<file path="src/rtl/i2s_rx_frame_ctrl.sv">
// I2S master-mode receive controller: derives BCLK/WCLK from MCLK and
// deserialises two stereo data lines into parallel frames with a valid/ack handshake.
`timescale 1ns/1ps
module i2s_rx_frame_ctrl #(
  parameter int unsigned WIDTH     = 24,
  parameter int unsigned SLOT_BITS = 32,
  parameter int unsigned BCLK_DIV  = 4
) (
  input  logic             MCLK_IN,
  input  logic             RST_IN,
  input  logic             ENABLE_IN,
  input  logic             I2S_din0,
  input  logic             I2S_din1,
  output logic             I2S_BCLK_OUT,
  output logic             I2S_WCLK_OUT,
  output logic             FRAME_VALID_OUT,
  input  logic             FRAME_ACK_IN,
  output logic [WIDTH-1:0] L0_OUT,
  output logic [WIDTH-1:0] R0_OUT,
  output logic [WIDTH-1:0] L1_OUT,
  output logic [WIDTH-1:0] R1_OUT,
  output logic             OVERRUN_OUT,
  input  logic             OVERRUN_CLR_IN,
  output logic             RUNNING_OUT
);

  localparam int unsigned FRAME_BITS = 2 * SLOT_BITS;
  localparam int unsigned DIV_W      = (BCLK_DIV > 2) ? $clog2(BCLK_DIV) : 1;
  localparam int unsigned CNT_W      = $clog2(FRAME_BITS);

  localparam logic [DIV_W-1:0] DIV_LAST = DIV_W'(BCLK_DIV - 1);
  localparam logic [DIV_W-1:0] DIV_RISE = DIV_W'(BCLK_DIV / 2 - 1);
  localparam logic [DIV_W-1:0] DIV_HALF = DIV_W'(BCLK_DIV / 2);
  localparam logic [CNT_W-1:0] BIT_LAST = CNT_W'(FRAME_BITS - 1);
  localparam logic [CNT_W-1:0] SLOT_N   = CNT_W'(SLOT_BITS);
  localparam logic [CNT_W-1:0] POS_LAST = CNT_W'(WIDTH);

  typedef enum logic [1:0] {IDLE, RUN, DRAIN} state_t;

  state_t           state, state_nx;
  logic [DIV_W-1:0] div_cnt, div_nx;
  logic [CNT_W-1:0] bit_cnt, bit_nx, pos;
  logic             active, rise_ev, fall_ev, right_slot;
  logic             capture_ev, frame_done, load_ok;
  logic [WIDTH-1:0] l0_sh, r0_sh, l1_sh, r1_sh;
  logic [WIDTH-1:0] l0_nx, r0_nx, l1_nx, r1_nx;

  always_comb begin
    active     = (state != IDLE);
    rise_ev    = active && (div_cnt == DIV_RISE);
    fall_ev    = active && (div_cnt == DIV_LAST);
    right_slot = (bit_cnt >= SLOT_N);
    pos        = right_slot ? (bit_cnt - SLOT_N) : bit_cnt;
    capture_ev = rise_ev && (pos != '0) && (pos <= POS_LAST);
    frame_done = rise_ev && right_slot && (pos == POS_LAST);
    load_ok    = !FRAME_VALID_OUT || FRAME_ACK_IN;

    div_nx = '0;
    bit_nx = '0;
    if (active) begin
      div_nx = fall_ev ? '0 : div_cnt + 1'b1;
      bit_nx = bit_cnt;
      if (fall_ev) bit_nx = (bit_cnt == BIT_LAST) ? '0 : bit_cnt + 1'b1;
    end

    // Slot position p lands in sample bit WIDTH-p; the next-value view lets the
    // final LSB captured on the completion edge go straight into the outputs.
    l0_nx = l0_sh;
    r0_nx = r0_sh;
    l1_nx = l1_sh;
    r1_nx = r1_sh;
    for (int unsigned i = 0; i < WIDTH; i++) begin
      if (capture_ev && (pos == CNT_W'(WIDTH - i))) begin
        if (right_slot) begin
          r0_nx[i] = I2S_din0;
          r1_nx[i] = I2S_din1;
        end else begin
          l0_nx[i] = I2S_din0;
          l1_nx[i] = I2S_din1;
        end
      end
    end

    state_nx = state;
    case (state)
      IDLE:    if (ENABLE_IN) state_nx = RUN;
      RUN:     if (!ENABLE_IN) state_nx = DRAIN;
      DRAIN: begin
        if (ENABLE_IN)                         state_nx = RUN;
        else if (fall_ev && bit_cnt == BIT_LAST) state_nx = IDLE;
      end
      default: state_nx = IDLE;
    endcase
  end

  always_ff @(posedge MCLK_IN) begin
    if (RST_IN) begin
      state           <= IDLE;
      div_cnt         <= '0;
      bit_cnt         <= '0;
      I2S_BCLK_OUT    <= 1'b0;
      I2S_WCLK_OUT    <= 1'b0;
      l0_sh           <= '0;
      r0_sh           <= '0;
      l1_sh           <= '0;
      r1_sh           <= '0;
      L0_OUT          <= '0;
      R0_OUT          <= '0;
      L1_OUT          <= '0;
      R1_OUT          <= '0;
      FRAME_VALID_OUT <= 1'b0;
      OVERRUN_OUT     <= 1'b0;
    end else begin
      state        <= state_nx;
      div_cnt      <= div_nx;
      bit_cnt      <= bit_nx;
      I2S_BCLK_OUT <= (div_nx >= DIV_HALF);
      I2S_WCLK_OUT <= (bit_nx >= SLOT_N);
      l0_sh        <= l0_nx;
      r0_sh        <= r0_nx;
      l1_sh        <= l1_nx;
      r1_sh        <= r1_nx;

      if (frame_done && load_ok) begin
        L0_OUT          <= l0_nx;
        R0_OUT          <= r0_nx;
        L1_OUT          <= l1_nx;
        R1_OUT          <= r1_nx;
        FRAME_VALID_OUT <= 1'b1;
      end else if (FRAME_VALID_OUT && FRAME_ACK_IN) begin
        FRAME_VALID_OUT <= 1'b0;
      end

      if (frame_done && !load_ok) OVERRUN_OUT <= 1'b1;
      else if (OVERRUN_CLR_IN)    OVERRUN_OUT <= 1'b0;
    end
  end

  assign RUNNING_OUT = (state != IDLE);

endmodule

</file>
<file path="config.mk">
export PLATFORM = sky130hd
export DESIGN_NAME = i2s_rx_frame_ctrl
export DESIGN_NICKNAME = d
export VERILOG_FILES = /design/src/rtl/i2s_rx_frame_ctrl.sv
export SDC_FILE = /design/constraint.sdc
export NUM_CORES = 1
export LEC_CHECK = 0
export CAP_MARGIN = 25
export CORE_ASPECT_RATIO = 1.75
export CORE_MARGIN = 5
export CORE_UTILIZATION = 35
export DETAILED_ROUTE_END_ITERATION = 16
export PLACE_DENSITY = 0.59
export SLEW_MARGIN = 10
export SYNTH_ARGS = -nofsm -noshare
export SYNTH_HDL_FRONTEND = slang
export SYNTH_SLANG_ARGS = --single-unit
</file>
<file path="constraint.sdc">
create_clock -name MCLK_IN -period 2 [get_ports MCLK_IN]
set_input_delay 0.3 -clock MCLK_IN [delete_from_list [all_inputs] [get_ports MCLK_IN]]
set_output_delay 0.3 -clock MCLK_IN [all_outputs]
set_load 0.1 [all_outputs]
</file>
## Word-level counts from Yosys, hierarchy flattened

Cells that the tools add are included.

| word-level totals | value |
|---|---|
| bits in latches | 0 |
| output and inout port bits | 101 |
| register bits | 206 |
| memories kept | 0 |
| bits in writable memories | 0 |
| ROM bits | 0 |
| logic and storage cells | 304 |

| cells by class | value |
|---|---|
| add/sub/neg operators | 3 |
| eq/ne operators | 32 |
| shift operators | 0 |
| multiplexer cells | 207 |
| bitwise logic cells | 0 |
| div/mod/pow operators | 0 |
| reduce and logical (&&, ||, !) cells | 43 |
| $lt $le $gt $ge | 4 |
| multipliers | 0 |

Operators by type and width:

| cell | count |
|---|---|
| 1-bit 2-to-1 mux | 196 |
| 6-bit by 5-bit equality test with 1-bit output, second input constant | 9 |
| 6-bit by 4-bit equality test with 1-bit output, second input constant | 8 |
| 1-bit logical AND | 34 |
| 6-bit by 3-bit equality test with 1-bit output, second input constant | 4 |
| 6-bit 2-to-1 mux | 4 |
| 6-bit by 2-bit equality test with 1-bit output, second input constant | 2 |
| 6-bit greater-or-equal comparator, second input constant | 2 |
| 2-bit 2-to-1 mux | 6 |
| 6-bit by 1-bit adder with 6-bit output, second input constant | 1 |
| 6-bit by 1-bit equality test with 1-bit output, second input constant | 1 |
| 6-bit equality test, second input constant | 1 |
| 6-bit by 5-bit less-or-equal comparator with 1-bit output, second input constant | 1 |
| 2-bit one-hot mux with 3 select lines | 1 |
| 2-bit nonzero test | 3 |
| 6-bit nonzero test | 1 |
| 6-bit subtractor, second input constant | 1 |
| 2-bit by 1-bit equality test with 1-bit output, second input constant | 2 |
| 2-bit equality test, second input constant | 2 |
| 2-bit inequality test, second input constant | 2 |
| 3-bit inequality test, second input constant | 1 |
| 3-bit AND reduction | 1 |
| 2-bit by 1-bit adder with 2-bit output, second input constant | 1 |
| 2-bit greater-or-equal comparator, second input constant | 1 |
| other kinds (3) | 4 |

## Logic depth before layout (Yosys ltp)

| logic depth | value |
|---|---|
| depth in word-level cells | 7 |
| mapped depth | 8 |
| mapped depth without buffers | 6 |

## Worst setup path after synthesis

No wires, ideal clock.

| timing path | value |
|---|---|
| kind | reg2reg |
| from | register I2S_WCLK_OUT (netlist name) |
| to | register R1_OUT[11] |
| setup slack | -0.352 ns |
| required time | 1.861 ns |
| arrival | 2.214 ns |
| stages on the path, launching flop included | 7 |
| path through | dfxtp_1 > nand2_1 > nor4_1 > buf_2 > buf_4 > buf_2 > a211oi_1 |

RTL lines:

| element | line | text |
|---|---|---|
| to (signal assigned) | 128 | `R1_OUT <= r1_nx;` |
| to (decl) | 21 | `output logic [WIDTH-1:0] R1_OUT,` |

## Worst setup path after layout

| timing path | value |
|---|---|
| from | register div_cnt[0] |
| to | register R1_OUT[3] |

| on the way | value |
|---|---|
| cells in the longest elaborated chain, start to end | 6 |
| elaborated cells on any way between the ends | 9 |
| classes of those cells | 1 x eq/ne; 1 x mux; 7 x reduce/logical |

Ends and longest elaborated chain:

| element | line | text |
|---|---|---|
| from (decl) | 41 | `logic [DIV_W-1:0] div_cnt, div_nx;` |
| from (signal assigned) | 115 | `div_cnt <= div_nx;` |
| 2-bit by 1-bit equality test with 1-bit output * | 50 | `rise_ev = active && (div_cnt == DIV_RISE);` |
| 1-bit logical AND * | 50 |  |
| 1-bit logical AND (2 in series) | 54 | `capture_ev = rise_ev && (pos != '0) && (pos <= POS_LAST);` |
| 1-bit logical AND | 73 | `if (capture_ev && (pos == CNT_W'(WIDTH - i))) begin` |
| 1-bit 2-to-1 mux | 73 |  |

Mark *: on every way between the ends. The rest lies on a longest branch, timed or not.
A chain may end at the register's enable or synchronous reset.

==> impl_metrics.py <==
metrics = {
    "critical_path": {
        "critPathMaxFanout": 12,
        "startpoint_type": "flop",
        "critPathKind": "reg -> reg",
        "cp.arrival_ns": 2.25,
        "cp-end-kind": "flop",
        "critPathRequiredTime_ns": 2.35,
    },
    "synthesis": {
        "synth_cell_types": 37,
        "yosys.area_share.simple_pct": 17.55,
        "synth_enable_flop_cells": 0,
        "synth_area_per_cell_um2": 10.31,
        "syn_inst": 760,
        "synth_top_area_share_pct": 51.87,
        "synthAdderAreaFrac_pct": 0.9582,
        "muxShareOfSynthArea_pct": 19.29,
        "synthTopCellsByArea": "dfxtp_1 (52%), mux2i_1 (19%), nor2_1 (9.6%)",
        "ys_seq_elements": 203,
        "synth-main-ff-cell": "dfxtp_1",
        "synth_compound_area_share_pct": 5.669,
        "yosysWarnings": 0,
        "synthArstFlopShare_pct": 0,
        "netlist_area_mm2": 0.007835,
        "synth_area_leader_cell": "dfxtp_1",
        "synth_fp_nets": 773,
        "synth_xor_area_share_pct": 0.4471,
        "ys_seq_area_share_pct": 51.87,
        "synth_top_family_by_area": "multiplexers",
    },
    "pwr": {
        "p_switching_mw": 1.722,
        "max-vdd-ir-drop_uv": 610.8,
        "switching_share_pct": 21.27,
        "comb_power_share_pct": 2.9,
        "power.share.clock_pct": 47.1,
        "internal_power_mw": 6.374,
        "pwr_density_cell_mw_per_mm2": 805.1,
        "sequentialPowerShare_pct": 50.0,
        "leakagePower_nw": 3.815,
    },
    "global_route": {
        "grt_start_max_net_pins": 98,
        "grt_pass1_wl_um": 30650,
        "overflow": 0,
        "grt_pass1_vias": 5628,
        "grt.total_usage_pct": 14.94,
        "antenna_found_initial": 0,
    },
    "routing": {
        "viasPerCell": 4.687,
        "via_count": 5615,
        "met2WireLength_um": 10520,
        "drtPass1Iterations": 4,
        "drt_iter0_markers": 290,
        "wl_um": 19270,
        "ant_nets": 0,
        "wl_per_cell_um": 16.09,
        "route.detailed.drc": 0,
        "highest-signal-layer": "met4",
        "wl_met3_um": 592,
        "wl_met1_um": 7761,
    },
    "sta": {
        "period_needed_ns": 1.897,
        "worst_slack_ns": 0.1033,
        "rsz0062_at_grt": "yes",
        "final-setup-viol-count": 0,
        "hold_viol_final": 0,
        "slew-limit-headroom_pct": 67.28,
        "max_freq_ghz": 0.5272,
        "whs_ns": 0.1499,
        "totalNegativeSetupSlack_ns": 0,
        "slew_viol_final": 0,
        "skew_ns": 0.007697,
        "finalCritPeriodShare_pct": 94.83,
        "worst_pin_slew_ns": 0.4908,
    },
    "floorplanning": {
        "chipHeight_um": 207.9,
        "core_area_mm2": 0.02207,
        "rows": 72,
        "io_pins": 108,
        "die-area_mm2": 0.02560,
        "initial_core_util_pct": 35.50,
        "die_x_um": 123.1,
    },
    "clocking": {
        "clkTransAtPathRegs_ns": 0.06,
        "tritoncts": "yes",
        "clock-sinks": 203,
        "htreeDepth": 1,
        "clk_path_buf_depth": 3,
        "clock-root-buffer": "clkbuf_16",
        "cts_made_buffers": 20,
        "insertion_delay_ns": 0.49,
    },
    "finish": {
        "final_core_util_pct": 45.56,
        "finalInstanceArea_mm2": 0.01006,
        "layout.cells.most_common_list": "dfxtp_1 (201), nor2_1 (201), buf_4 (152)",
        "area_delta_synth_final_pct": 28.35,
        "antennaDiodeCount": 0,
        "drive_gt1_share_pct": 29.05,
        "nets": 902,
    },
    "run": {
        "maxCapViolCount": 0,
    },
    "placement": {
        "hpwl_um": 13650,
        "dpl_cell_area_mm2": 0.009225,
        "post-place-ws_ns": -0.1056,
        "port_buffers": 107,
        "gp_congestion": 0.8354,
    },
    "min_path": {
        "holdCritPathClass": "in -> reg",
    },
    "outcome": {
        "status": "complete, no violations",
    },
}
logic make-up (layout without fill, tap and decap cells):
kind of cell / Yosys count / after routing
AOI/OAI and AO/OA: 49 / 49
xor gates and xnor gates: 4 / 4
adders and majority gates: 6 / 6
buffers and inverters: 66 / 208
DFF: 203 / 203
muxes: 151 / 151
and+or+nand+nor: 281 / 281
cells in the mapped netlist (all sizes together) (3+ instances only):
cell      n
a211oi   41
dfxtp   203
and2      3
nand4b    3
nand3     4
a21oi     4
ha        6
or4       4
inv       5
nor2    202
buf      30
nor2b     3
nor3     15
mux2i   151
nand2     7
nand2b    8
clkbuf   30
nand4     5
nor4     25
registers in the layout, indices dropped and copies added (netlist names):
name and cells:
I2S_WCLK_OUT 1, bit_cnt 5, r0_sh 23, l0_sh 24, div_cnt 2, L0_OUT 24, l1_sh 24, FRAME_VALID_OUT 1
R0_OUT 24, R1_OUT 24, r1_sh 23, L1_OUT 24, I2S_BCLK_OUT 1, state 2, OVERRUN_OUT 1
critical path, stage by stage (launching register included):
cell,delay (ns)
dfxtp_1,0.37
ha_2,0.19
buf_4,0.11
nand2b_1,0.08
buf_6,0.18
nor4_2,0.27
buf_4,0.19
mux2i_2,0.27
a211oi_2,0.10
path summary, 6_finish.rpt:
kind	to	slack (ns)	cells past startpoint	from
worst max-delay path	R1_OUT[3]	0.10	8	div_cnt[0]
worst min-delay path	FRAME_VALID_OUT	0.15	2	RST_IN
worst max register to register	R1_OUT[3]	0.10	8	div_cnt[0]
worst min register to register	div_cnt[0]	0.48	1	div_cnt[0]
per-layer routing:
metal	vias to the layer above	track usage, %
met4	0	4.168
met2	75	27.81
met1	2650	17.53
met3	27	1.984
li1	2863	-
met5	-	0
through the flow:
step | total power, mW | instances
3_3_place_gp | 4.368 | 1160
2_1_floorplan | 4.288 | 760
5_1_grt | 8.391 | 1198
6_report | 8.096 | 1198
4_1_cts | 8.205 | 1196
3_5_place_dp | 4.369 | 1160
power groups by stage:
stage	Combinational, mW	Sequential (mW)	Clock (mW)
after CTS	0.233	4.05	3.92
after floorplan	0.146	4.14	0
final	0.237	4.05	3.81
after global routing	0.256	4.05	4.09
after detailed placement	0.229	4.14	0
after global placement	0.229	4.14	0
area by class of cell:
type / count / area, um2
Timing Repair Buffer: 167 / 1360
Fill cell: 2158 / 12020
Tap cell: 296 / 370.4
Sequential cell: 203 / 4066
Clock inverter: 5 / 55.05
Multi-Input combinational cell: 491 / 3561
Inverter: 6 / 23.77
Clock buffer: 30 / 619.3
timing repair:
item / 4_1_cts / 5_1_grt
cloned: 0 / 1
hold buffers: 0 / 0
buffers inserted: 1 / 1
gates resized for setup: 2 / 24
pin swaps: 1 / 2
setup endpoints to repair: 4 / 58
No activity file was read; power rests on OpenSTA's default activity.
